$ cat src/rtl/seq_adder_pkg.sv
// Shared types for the sequential N-bit adder.
package seq_adder_pkg;

    typedef enum logic [1:0] {
        IDLE = 2'd0,
        BUSY = 2'd1,
        DONE = 2'd2
    } state_t;

endpackage

$ cat src/rtl/seq_adder_nbit_chunk.sv
// Combinational CHUNK-bit ripple-carry adder slice used by seq_adder_nbit.
// c_msb is the carry into the top bit, used for signed overflow on the last slice.
module adder_chunk #(
    parameter int unsigned CHUNK = 2
) (
    input  logic [CHUNK-1:0] a,
    input  logic [CHUNK-1:0] b,
    input  logic             cin,
    output logic [CHUNK-1:0] sum,
    output logic             cout,
    output logic             c_msb
);

    logic [CHUNK:0] carry;

    // Ripple the carry through each bit of the slice.
    always_comb begin
        sum      = '0;
        carry    = '0;
        carry[0] = cin;
        for (int unsigned i = 0; i < CHUNK; i++) begin
            sum[i]       = a[i] ^ b[i] ^ carry[i];
            carry[i + 1] = (a[i] & b[i]) | (carry[i] & (a[i] ^ b[i]));
        end
        cout  = carry[CHUNK];
        c_msb = carry[CHUNK - 1];
    end

endmodule

$ cat src/rtl/seq_adder_nbit.sv
// Multi-cycle N-bit adder: adds CHUNK bits per clock through a registered carry,
// with a start/busy/done handshake. Result registers update only on entry to DONE.
// Optional macro ADDER_SUB_EN adds a sub port selecting a - b.
import seq_adder_pkg::*;

module seq_adder_nbit #(
    parameter int unsigned WIDTH = 8,
    parameter int unsigned CHUNK = 2
) (
    input  logic             clk,
    input  logic             n_rst,
    input  logic             start,
    input  logic [WIDTH-1:0] a,
    input  logic [WIDTH-1:0] b,
    input  logic             carry_in,
`ifdef ADDER_SUB_EN
    input  logic             sub,
`endif
    output logic [WIDTH-1:0] sum,
    output logic             carry_out,
    output logic             overflow,
    output logic             busy,
    output logic             done
);

    localparam int unsigned NCHUNK = WIDTH / CHUNK;
    localparam int unsigned CW     = (NCHUNK > 1) ? $clog2(NCHUNK) : 1;

    state_t           state;
    state_t           state_next;

    logic [WIDTH-1:0] a_reg;
    logic [WIDTH-1:0] b_reg;
    logic [WIDTH-1:0] psum;
    logic [WIDTH-1:0] psum_next;
    logic             carry_reg;
    logic [CW-1:0]    cnt;
    logic             last;

    logic [WIDTH-1:0] b_load;
    logic             c_load;

    logic [CHUNK-1:0] a_chunk;
    logic [CHUNK-1:0] b_chunk;
    logic [CHUNK-1:0] chunk_sum;
    logic             chunk_cout;
    logic             chunk_cmsb;

`ifdef ADDER_SUB_EN
    // Subtraction is a + ~b + 1: invert B and force the carry in.
    assign b_load = sub ? ~b : b;
    assign c_load = sub | carry_in;
`else
    assign b_load = b;
    assign c_load = carry_in;
`endif

    assign a_chunk = a_reg[cnt * CHUNK +: CHUNK];
    assign b_chunk = b_reg[cnt * CHUNK +: CHUNK];
    assign last    = (cnt == CW'(NCHUNK - 1));

    adder_chunk #(
        .CHUNK(CHUNK)
    ) u_chunk (
        .a    (a_chunk),
        .b    (b_chunk),
        .cin  (carry_reg),
        .sum  (chunk_sum),
        .cout (chunk_cout),
        .c_msb(chunk_cmsb)
    );

    // Partial sum with the current slice merged in; lets the final slice reach sum on the same edge.
    always_comb begin
        psum_next                       = psum;
        psum_next[cnt * CHUNK +: CHUNK] = chunk_sum;
    end

    // State register.
    always_ff @(posedge clk or negedge n_rst) begin
        if (!n_rst) state <= IDLE;
        else        state <= state_next;
    end

    // Next-state and handshake outputs.
    always_comb begin
        state_next = state;
        busy       = 1'b0;
        done       = 1'b0;
        unique case (state)
            IDLE: if (start) state_next = BUSY;
            BUSY: begin
                busy = 1'b1;
                if (last) state_next = DONE;
            end
            DONE: begin
                done       = 1'b1;
                state_next = IDLE;
            end
            default: state_next = IDLE;
        endcase
    end

    // Operand capture, chunk-serial accumulation and result load.
    always_ff @(posedge clk or negedge n_rst) begin
        if (!n_rst) begin
            a_reg     <= '0;
            b_reg     <= '0;
            psum      <= '0;
            carry_reg <= 1'b0;
            cnt       <= '0;
            sum       <= '0;
            carry_out <= 1'b0;
            overflow  <= 1'b0;
        end else begin
            unique case (state)
                IDLE: if (start) begin
                    a_reg     <= a;
                    b_reg     <= b_load;
                    carry_reg <= c_load;
                    psum      <= '0;
                    cnt       <= '0;
                end
                BUSY: begin
                    psum      <= psum_next;
                    carry_reg <= chunk_cout;
                    cnt       <= cnt + 1'b1;
                    if (last) begin
                        sum       <= psum_next;
                        carry_out <= chunk_cout;
                        overflow  <= chunk_cout ^ chunk_cmsb;
                    end
                end
                default: ;
            endcase
        end
    end

endmodule

$ cat config.mk
export PLATFORM = sky130hd
export DESIGN_NAME = seq_adder_nbit
export DESIGN_NICKNAME = d
export VERILOG_FILES = /design/src/rtl/seq_adder_pkg.sv /design/src/rtl/seq_adder_nbit_chunk.sv /design/src/rtl/seq_adder_nbit.sv
export SDC_FILE = /design/constraint.sdc
export NUM_CORES = 1
export LEC_CHECK = 0
export BUFFER_PORTS_ARGS = -buffer_cell sky130_fd_sc_hd__buf_4
export CORE_MARGIN = 1
export CORE_UTILIZATION = 40
export CTS_BUF_LIST = sky130_fd_sc_hd__clkbuf_16
export DETAILED_ROUTE_END_ITERATION = 7
export PLACE_DENSITY = 0.61
export SLEW_MARGIN = 30
export SYNTH_ARGS = -nofsm -noshare
export SYNTH_HDL_FRONTEND = slang
export SYNTH_SLANG_ARGS = --single-unit
$ cat constraint.sdc
create_clock -name clk -period 3.6 [get_ports clk]
set_clock_uncertainty 0.15 [all_clocks]
set_input_delay 0.36 -clock clk [delete_from_list [all_inputs] [get_ports clk]]
set_output_delay 0.36 -clock clk [all_outputs]
set_load 0.02 [all_outputs]
==> out/metrics.cfg, run 1 <==
[clocking]
cts.repair_timing.setup_buffer_count=0
clock_sink_total=39
cts_root_buf=sky130_fd_sc_hd__clkbuf_16
cts.reportedPaths.clkPinSlew_ps=60
post_cts_hold_buffer_count=1
cts.htree.levels=2
clock_tree.buffer_depth=2
tritoncts_buffers=5
clock_latency_ps=280
tritoncts=built
postCtsResizedCells=0

[critical_path]
delay_of_the_slowest_cell_on_the_worst_path_ps=600
criticalPathCategory=reg -> reg
cp_data_arrival_time_ps=2950
worst-path-max-fanout=5
critPathTopFamily=adder cells
cp_cell_sequence=mux4_2 -> fa_1 -> fa_1 -> nor2b_1 -> nand2_1 -> o22ai_1
crit_required_ps=3640
critical_path_buf_inv_count=0
kind_of_start_point_of_the_critical_path=register
timing.critical_path.slowest_stage_cell=sky130_fd_sc_hd__fa_1
crit_path_end_kind=register
crit_top_cell=sky130_fd_sc_hd__fa_1

[timing]
final.period_utilization_pct=81.0
grt_setup_unrepaired=false
hold_violations=0
fin_hold_ws_ps=163
slew_headroom_pct=48.2
slew_viol_final=0
fin_crit_ps=2920
setup_viol=0
tightestPinTransition_ps=777
fmaxAchievable_mhz=343
timing.setup.tns_ps=0
finalWorstSetupSlack_ps=684

[final_layout]
core_utilization_of_the_finished_layout_pct=52.4
most_common_library_cell_in_the_layout_ignoring_fill_and_taps=sky130_fd_sc_hd__dfrtp_1
diode_insertion_count_for_antenna_repair=0
num-nets-final=216
area_delta_synth_final_pct=23.2
layout_cell_share_with_drive_strength_beyond_1_pct=32.8
finished_layout_cells=241
mostFrequentLayoutCells=39 x sky130_fd_sc_hd__dfrtp_1, 33 x sky130_fd_sc_hd__buf_4, 17 x sky130_fd_sc_hd__mux2_2, 15 x sky130_fd_sc_hd__a21oi_1, 10 x sky130_fd_sc_hd__nor2_1
layout.cell_area.non_filler_um2=2330

[place]
placedInstanceArea_um2=2160
place_inst=232
gp_congestion=0.790
place_hpwl_mm=2.88
pre_cts_ws_ps=709
port_buffers=31

[routing]
antenna_violating_nets_remaining=0
route.top_layer_used=met4
route.met3.wl_um=129
drt-initial-drc-count=59
drtPass1Iterations=6
detail_route_met2_wl_mm=2.11
routed_wl_mm=3.85
num_vias=1304
post_drt_wl_per_cell_um=16.0
routedLengthMet1_mm=1.58
drt_drc_violations_left=2
post_drt_via_cell_ratio=5.41

[yosys]
postSynthNetCount=181
yosysWarnings=0
synth_async_sr_flop_share_pct=100
synth-simple-area-share_pct=10.3
yosys.cell_types.count=31
synth_top_flop_cell=sky130_fd_sc_hd__dfrtp_1
synth.yosys.seq_area_share_pct=51.6
syn_area_um2=1890
synthMuxAreaShare_pct=14.9
synthXorXnorAreaFrac_pct=0.463
combinational_family_with_the_most_area_after_synthesis=multiplexers
postSynthRegisterBits=39
post_synth_inst_count=153
yosys.area_share.adder_pct=6.08
synthesis.area_per_instance_um2=12.4
synth_enable_flop_cells=0
synth-compound-area-share_pct=12.6

[power_and_ir_drop]
maximum_vdd_drop_v=0.000425
power_per_unit_of_standard_cell_area_nw_per_um2=1070
finalPower_mw=2.50
leakage_nw=1.05

[floorplan]
core_um2=4440
io_pins=32
die_h_um=70.8
die_area_um2=5010
num_rows=24
floorplan.initialDensity_pct=42.6
dieWidth_um=70.8

[hold_path]
worstHoldPathType=in -> reg

[grt]
grt_pass1_vias=1458
antenna_violations_before_repair=0
overall_overflow_remaining_after_global_route=0
globalRouteTotalUtil_pct=17.8
grt_start_max_net_pins=40
first_pass_grt_wire_length_mm=6.78

[outcome]
failed_checks=DRC
status=finished with violations

[job]
cap_viol_max_count=0

-- Yosys cell counts (all sizes together) (2+ instances only) --
| cell type | n | share of area, % |
|---|---|---|
| fa | 2 | 2.1 |
| nor2b | 7 | 2.3 |
| inv | 7 | 1.4 |
| nand2 | 8 | 1.6 |
| nor2 | 10 | 2.0 |
| o21ai | 2 | 0.53 |
| o22ai | 4 | 1.3 |
| mux2 | 17 | 10 |
| buf | 6 | 2.5 |
| and3b | 3 | 1.4 |
| mux4 | 4 | 4.8 |
| a21o | 2 | 0.79 |
| dfrtp | 39 | 52 |
| a2bb2oi | 4 | 1.9 |
| a21oi | 15 | 4.0 |
| o21bai | 2 | 0.79 |
| ha | 6 | 4.0 |
| a32o | 4 | 2.1 |
-- worst paths after layout --
path                                       from                    to  slack [ps]  cells past startpoint
max                          cnt[0]$_DFFE_PN0P_   psum[1]$_DFFE_PN0P_         680                      6
min                                        a[3]  a_reg[3]$_DFFE_PN0P_         160                      2
max reg2reg                  cnt[0]$_DFFE_PN0P_   psum[1]$_DFFE_PN0P_         680                      6
min reg2reg                b_reg[4]$_DFFE_PN0P_  b_reg[4]$_DFFE_PN0P_         350                      1
max in group asynchronous                 n_rst    sum[5]$_DFFE_PN0P_        2540                      2
min in group asynchronous                 n_rst   psum[0]$_DFFE_PN0P_         440                      2
-- cell type report --
type / count / area (µm²)
inverters: 8 / 30.0
repair buffers: 34 / 258
well taps: 52 / 65.1
clock buffers: 5 / 125
fillers: 401 / 2110
multi-input cells: 100 / 838
clock inverters: 3 / 38.8
flip-flops and latches: 39 / 976
-- worst reg2reg max path, delay by kind of cell, from the launching register on --
family / cells / cell delay (ps)
adder cells (fa/ha/maj): 2 / 1060
multiplexers: 1 / 550
flip-flops: 1 / 480
AND/OR/NAND/NOR: 2 / 380
AO/OA/AOI/OAI: 1 / 200
-- per-layer routing --
layer | vias to the layer above | GRT usage (%)
met5 | - | 0
met4 | 0 | 6.44
met3 | 4 | 5.56
met2 | 28 | 31.8
met1 | 647 | 19.9
li1 | 625 | -
-- power breakdown --
| group | total [mW] | switching (mW) | leakage (nW) | internal, mW |
|---|---|---|---|---|
| registers | 0.804 | 0.155 | 0.477 | 0.649 |
| clock network | 0.484 | 0.161 | 0.0812 | 0.323 |
| logic | 1.22 | 0.635 | 0.489 | 0.582 |
| total | 2.50 | 0.951 | 1.05 | 1.55 |
-- kinds of logic (layout without fill, tap and decap cells) --
family / after synthesis / count (layout)
mux: 21 / 21
simple gates: 34 / 34
compound gates: 36 / 36
flops: 39 / 39
xor+xnor: 1 / 1
fa+ha+maj: 8 / 8
buf+inv: 14 / 50
No activity file was read; power rests on OpenSTA's default activity.
==> run 2, diff against run 1 <==
Settings changed: ABC_AREA from default to 1.
Clock period 3.6 ns to 2.9 ns, I/O delays scaled along.
==> run 2 against run 1 <==
Effect of this change: the run still ends with DRC left; non-clock buffer count shrank 1; sequential share of layout area is 0.48 points higher; cell count grew 32%; first-iteration DRC count rose by 27%; flip-flop and latch count unchanged; critical path type unchanged; largest cell class unchanged; largest power group unchanged.
==> out/metrics.cfg, run 2 <==
[power_and_ir_drop]
power_per_unit_of_standard_cell_area_nw_per_um2=1130  ; +5.5%
share_clk_of_total_power_pct=18.6  ; -0.7 points
power.net_switching_mw=1.08  ; +14%
intPower_mw=1.53  ; -1.4%
finalPower_mw=2.61  ; +4.3%
maximum_vdd_drop_v=0.000448  ; +5.3%
power_frac_comb_pct=46.4  ; -2.2 points
sw_frac_of_total_pct=41.4  ; +3.4 points
register_share_of_total_power_pct=35.0  ; +2.9 points
leakage_nw=1.26  ; +20%

[clocking]
post_cts_hold_buffer_count=1  ; unchanged
cts.htree.levels=2  ; unchanged
clock_sink_total=39  ; unchanged
cts.repair_timing.setup_buffer_count=0  ; unchanged
postCtsResizedCells=0  ; unchanged
cts.reportedPaths.clkPinSlew_ps=50  ; about the same
tritoncts=built
cts_root_buf=sky130_fd_sc_hd__clkbuf_16
clock_tree.buffer_depth=2  ; unchanged
tritoncts_buffers=5  ; unchanged
clock_latency_ps=270  ; about the same

[routing]
drtPass1Iterations=8  ; +2
routed_wl_mm=3.60  ; -6.5%
post_drt_wl_per_cell_um=11.3  ; -29%
drt_drc_violations_left=3  ; +1
post_drt_via_cell_ratio=4.62  ; -15%
antenna_violating_nets_remaining=0  ; unchanged
drt-initial-drc-count=75  ; +27%
num_vias=1475  ; +13%

[critical_path]
critical_path_buf_inv_count=1  ; +1
cp_data_arrival_time_ps=2720  ; -230 ps
crit_required_ps=2960  ; -680 ps
timing.critical_path.slowest_stage_cell=sky130_fd_sc_hd__fa_1
cp_cell_sequence=inv_1 -> a21oi_1 -> o21ai_0 -> o21ai_0 -> fa_1 -> fa_1 -> nand3_1 -> o21bai_1 -> nand2_1 -> nand2_1
kind_of_start_point_of_the_critical_path=register
delay_of_the_slowest_cell_on_the_worst_path_ps=560  ; -40 ps
criticalPathCategory=reg -> reg
worst-path-max-fanout=15  ; +10
crit_path_end_kind=register
critPathTopFamily=adder cells

[grt]
first_pass_grt_wire_length_mm=6.31  ; -7.0%
grt_pass1_vias=1365  ; -6.4%
grt_start_max_net_pins=40  ; unchanged
overall_overflow_remaining_after_global_route=0  ; unchanged
globalRouteTotalUtil_pct=16.1  ; -1.7 points
antenna_violations_before_repair=0  ; unchanged

[final_layout]
num-nets-final=296  ; +37%
diode_insertion_count_for_antenna_repair=0  ; unchanged
core_utilization_of_the_finished_layout_pct=51.5  ; -0.94 points
finished_layout_cells=319  ; +32%
mostFrequentLayoutCells=109 x sky130_fd_sc_hd__nand2_1, 39 x sky130_fd_sc_hd__dfrtp_1, 32 x sky130_fd_sc_hd__buf_4, 15 x sky130_fd_sc_hd__inv_1, 15 x sky130_fd_sc_hd__nor2_1
layout_cell_share_with_drive_strength_beyond_1_pct=18.0  ; -15 points
most_common_library_cell_in_the_layout_ignoring_fill_and_taps=sky130_fd_sc_hd__nand2_1
layout.cell_area.non_filler_um2=2300  ; -1.1%
area_delta_synth_final_pct=20.5

[timing]
fin_hold_ws_ps=60.3  ; -103 ps
fin_crit_ps=2660  ; -255 ps
fmaxAchievable_mhz=376  ; +9.6%
hold_violations=0  ; unchanged
grt_setup_unrepaired=false
slew_viol_final=0  ; unchanged
finalWorstSetupSlack_ps=239  ; -445 ps
setup_viol=0  ; unchanged
slew_headroom_pct=68.3  ; +20 points
tightestPinTransition_ps=476  ; -301 ps
timing.setup.tns_ps=0  ; unchanged
final.period_utilization_pct=91.8  ; +11 points

[hold_path]
worstHoldPathType=in -> reg

[yosys]
synth_enable_flop_cells=0  ; unchanged
synthDominantCellAreaShare_pct=51.0  ; -0.54 points
synth.top_cells.by_area=sky130_fd_sc_hd__dfrtp_1 51%, sky130_fd_sc_hd__nand2_1 21%, sky130_fd_sc_hd__ha_1 3.9%, sky130_fd_sc_hd__o21ai_0 3.7%, sky130_fd_sc_hd__nor2_1 2.9%
post_synth_most_frequent_cells=109 x sky130_fd_sc_hd__nand2_1, 39 x sky130_fd_sc_hd__dfrtp_1, 15 x sky130_fd_sc_hd__nor2_1, 14 x sky130_fd_sc_hd__inv_1, 14 x sky130_fd_sc_hd__o21ai_0
netlist.top_cell.by_area=sky130_fd_sc_hd__dfrtp_1
yosys.cell_count.top_type=sky130_fd_sc_hd__nand2_1
synth_top_flop_cell=sky130_fd_sc_hd__dfrtp_1
postSynthRegisterBits=39  ; unchanged
post_synth_inst_count=234  ; +53%
synthesis.area_per_instance_um2=8.17  ; -34%
syn_area_um2=1910  ; +1.1%
yosysWarnings=0  ; unchanged
postSynthNetCount=262  ; +45%
synth.yosys.seq_area_share_pct=51.0  ; -0.54 points
synth_async_sr_flop_share_pct=100  ; unchanged
yosys.cell_types.count=21  ; -32%

[place]
placedInstanceArea_um2=2170  ; +0.41%
place_inst=312  ; +34%
place_hpwl_mm=2.61  ; -9.5%
port_buffers=31  ; unchanged
gp_congestion=0.765  ; -3.2%
pre_cts_ws_ps=232  ; -476 ps

[floorplan]
floorplan.initialDensity_pct=42.7  ; +0.16 points
io_pins=32  ; unchanged
die_h_um=71.1  ; +0.52%
num_rows=24  ; unchanged
die_area_um2=5060  ; +1.0%
dieWidth_um=71.1  ; +0.52%
core_um2=4470  ; +0.68%

[outcome]
failed_checks=DRC
status=finished with violations

[job]
cap_viol_max_count=0  ; unchanged

## run 2: changes by cell type after synthesis, sizes merged, moves of 5 or more
| cell | previous run | this run |
|---|---|---|
| nand3 | 1 | 6 |
| inv | 7 | 18 |
| a21oi | 15 | 1 |
| o21ai | 2 | 15 |
| nand2 | 8 | 113 |
| mux2 | 17 | 0 |
| nor2b | 7 | 0 |
| nor2 | 10 | 16 |
## run 2: cell families after synthesis
family / Yosys count / synth area share (%)
flip-flops: 39 / 51.0
AO/OA/AOI/OAI: 26 / 8.05
buffers and inverters: 25 / 6.61
AND/OR/NAND/NOR: 135 / 27.8
adder cells (fa/ha/maj): 8 / 6.02
XOR/XNOR: 1 / 0.458
## run 2: layout make-up
type                            count  area [µm²]
Tap cell                           52        65.1
Sequential cell                    39         976
Inverter                           19        75.1
Timing Repair Buffer               33         250
Clock inverter                      1        3.75
Multi-Input combinational cell    170         810
Clock buffer                        5         125
Fill cell                         456        2170
## run 2: layer usage
metal / global-route usage (%) / wire length [µm]
met1: 22.7 / 1820
met3: 3.42 / 155
met2: 24.6 / 1570
met5: 0 / 0
met4: 6.00 / 59
## run 2: tightest hold or removal path, stage by stage
cell	delay, ps
sky130_fd_sc_hd__buf_4	70
sky130_fd_sc_hd__nand2_1	40
sky130_fd_sc_hd__nand2_1	50
## run 2: power by group through the flow
stage                     Sequential [mW]  Clock [mW]  Combinational (mW)
after floorplan                     0.951           0               0.856
after global placement              0.911           0                1.21
after detailed placement            0.917           0                1.23
after CTS                           0.915       0.501                1.23
after global routing                0.945       0.529                1.38
final                               0.913       0.486                1.21
## run 2: final timing paths
path	startpoint	end	slack, ps	cells after the start
max	cnt[0]$_DFFE_PN0P_	sum[3]$_DFFE_PN0P_	240	10
min	a[1]	a_reg[1]$_DFFE_PN0P_	60	3
max reg2reg	cnt[0]$_DFFE_PN0P_	sum[3]$_DFFE_PN0P_	240	10
min reg2reg	a_reg[3]$_DFFE_PN0P_	a_reg[3]$_DFFE_PN0P_	330	2
max in group asynchronous	n_rst	cnt[0]$_DFFE_PN0P_	1890	2
min in group asynchronous	n_rst	a_reg[4]$_DFFE_PN0P_	370	2
==> run 3, diff against run 2 <==
Settings changed: PLACE_DENSITY 0.61 to default.
==> run 3 against run 2 <==
Effect of this change: the flow now finishes without violations; combinational power barely moved; wire length increased by 5.4%; register-to-register slack about the same; sequential power is essentially flat; sequential share of layout area decreased by 0.27 points; final area rose by 0.65%; critical path type unchanged.
==> out/metrics.cfg, run 3 (same netlist as run 2, synthesis figures left out) <==
[outcome]
status=finished, final reports clean

[final_layout]
num-nets-final=297  ; +0.34%
layout_cell_share_with_drive_strength_beyond_1_pct=18.1  ; +0.17 points
most_common_library_cell_in_the_layout_ignoring_fill_and_taps=sky130_fd_sc_hd__nand2_1
mostFrequentLayoutCells=109 x sky130_fd_sc_hd__nand2_1, 39 x sky130_fd_sc_hd__dfrtp_1, 33 x sky130_fd_sc_hd__buf_4, 15 x sky130_fd_sc_hd__inv_1, 15 x sky130_fd_sc_hd__nor2_1
diode_insertion_count_for_antenna_repair=0  ; unchanged
area_delta_synth_final_pct=21.3

[critical_path]
crit_path_end_kind=register
worst-path-max-fanout=9  ; -6
crit_required_ps=2960  ; about the same
kind_of_start_point_of_the_critical_path=register
criticalPathCategory=reg -> reg
cp_data_arrival_time_ps=2720  ; about the same

[clocking]
cts.htree.levels=2  ; unchanged
tritoncts=built
clock_tree.buffer_depth=2  ; unchanged
cts.reportedPaths.clkPinSlew_ps=60  ; about the same
tritoncts_buffers=5  ; unchanged
postCtsResizedCells=0  ; unchanged
clock_latency_ps=280  ; about the same
cts_root_buf=sky130_fd_sc_hd__clkbuf_16
clock_sink_total=39  ; unchanged

[timing]
setup_viol=0  ; unchanged
fin_crit_ps=2670  ; +5.40 ps
final.period_utilization_pct=91.9  ; +0.19 points
slew_viol_final=0  ; unchanged
fin_hold_ws_ps=57.4  ; -2.89 ps
grt_setup_unrepaired=false
tightestPinTransition_ps=488  ; +12.6 ps
slew_headroom_pct=67.5  ; -0.84 points
timing.setup.tns_ps=0  ; unchanged
fmaxAchievable_mhz=375  ; -0.20%
hold_violations=0  ; unchanged

[grt]
grt_start_max_net_pins=40  ; unchanged
globalRouteTotalUtil_pct=17.5  ; +1.4 points
grt_pass1_vias=1462  ; +7.1%
antenna_violations_before_repair=0  ; unchanged
first_pass_grt_wire_length_mm=6.78  ; +7.4%
overall_overflow_remaining_after_global_route=0  ; unchanged

[place]
port_buffers=31  ; unchanged
place_hpwl_mm=2.65  ; +1.4%
gp_congestion=0.743  ; -2.9%

[routing]
drtPass1Iterations=6  ; -2
drt-initial-drc-count=54  ; -28%
post_drt_wl_per_cell_um=11.8  ; +4.5%
post_drt_via_cell_ratio=4.65  ; +0.55%
antenna_violating_nets_remaining=0  ; unchanged
num_vias=1497  ; +1.5%
drt_drc_violations_left=0  ; -3
routed_wl_mm=3.80  ; +5.4%

[floorplan]
num_rows=24  ; unchanged
io_pins=32  ; unchanged
dieWidth_um=71.1  ; unchanged
die_h_um=71.1  ; unchanged
die_area_um2=5060  ; unchanged
floorplan.initialDensity_pct=42.7  ; unchanged
core_um2=4470  ; unchanged

[power_and_ir_drop]
finalPower_mw=2.65  ; +1.2%
power_per_unit_of_standard_cell_area_nw_per_um2=1140  ; +0.58%
leakage_nw=1.27  ; +0.62%
maximum_vdd_drop_v=0.000419  ; -6.6%

[job]
cap_viol_max_count=0  ; unchanged

[hold_path]
worstHoldPathType=in -> reg

==> run 3: cell types whose count changed in the layout (fill, tap and decap cells not counted) <==
cell                       change
sky130_fd_sc_hd__clkinv_1      +2
sky130_fd_sc_hd__buf_4         +1
==> run 3: worst max-delay path: stages (launching register included) <==
cell,delay [ps]
sky130_fd_sc_hd__dfrtp_1,450
sky130_fd_sc_hd__inv_1,250
sky130_fd_sc_hd__a21oi_1,60
sky130_fd_sc_hd__o21ai_0,80
sky130_fd_sc_hd__o21ai_0,140
sky130_fd_sc_hd__fa_1,460
sky130_fd_sc_hd__fa_1,550
sky130_fd_sc_hd__nand3_1,120
sky130_fd_sc_hd__o21bai_1,180
sky130_fd_sc_hd__nand2_1,70
sky130_fd_sc_hd__nand2_1,90
==> run 3: final cells by class <==
class                           count  area (µm²)
Fill cell                         449        2150
Tap cell                           52        65.1
Clock inverter                      3        11.3
Multi-Input combinational cell    170         810
Sequential cell                    39         976
Timing Repair Buffer               34         258
Clock buffer                        5         125
Inverter                           19        75.1
==> run 3: report_power, final <==
group	total [mW]	internal, mW	switching (mW)
clock network	0.508	0.309	0.198
logic	1.23	0.460	0.768
registers	0.910	0.774	0.136
total	2.65	1.54	1.10
==> run 3: path summary, 6_finish.rpt <==
path	startpoint	end	slack, ps	cells past startpoint
worst max-delay path	cnt[1]$_DFFE_PN0P_	psum[7]$_DFFE_PN0P_	230	10
worst min-delay path	a[1]	a_reg[1]$_DFFE_PN0P_	60	3
worst max register to register	cnt[1]$_DFFE_PN0P_	psum[7]$_DFFE_PN0P_	230	10
worst min register to register	b_reg[2]$_DFFE_PN0P_	b_reg[2]$_DFFE_PN0P_	310	2
max in group asynchronous	n_rst	psum[2]$_DFFE_PN0P_	1880	2
min in group asynchronous	n_rst	state[1]$_DFFE_PN0P_	370	2
==> run 3: layer usage <==
layer / vias up / global-route usage (%) / share of wire [%]
met4: 0 / 7.56 / 2.0
met1: 663 / 23.2 / 50
met3: 8 / 4.42 / 3.6
met2: 29 / 27.1 / 44
met5: - / 0 / 0
li1: 797 / - / -
==> run 3: per-stage QoR <==
step | utilization [%] | std cells | area, µm² | worst slack (ps)
floorplan | - | 234 | 1910 | 473
global route | 51.8 | 322 | 2320 | 38.5
finish | 51.8 | 322 | 2320 | 234
CTS | 51.8 | 322 | 2320 | 267
global placement | 48.6 | 313 | 2170 | 376
detailed placement | 48.6 | 313 | 2170 | 305
==> run 3: what timing repair did <==
item	4_1_cts	5_1_grt
buffers inserted	0	0
hold endpoints to repair	39	0
hold buffers	1	0
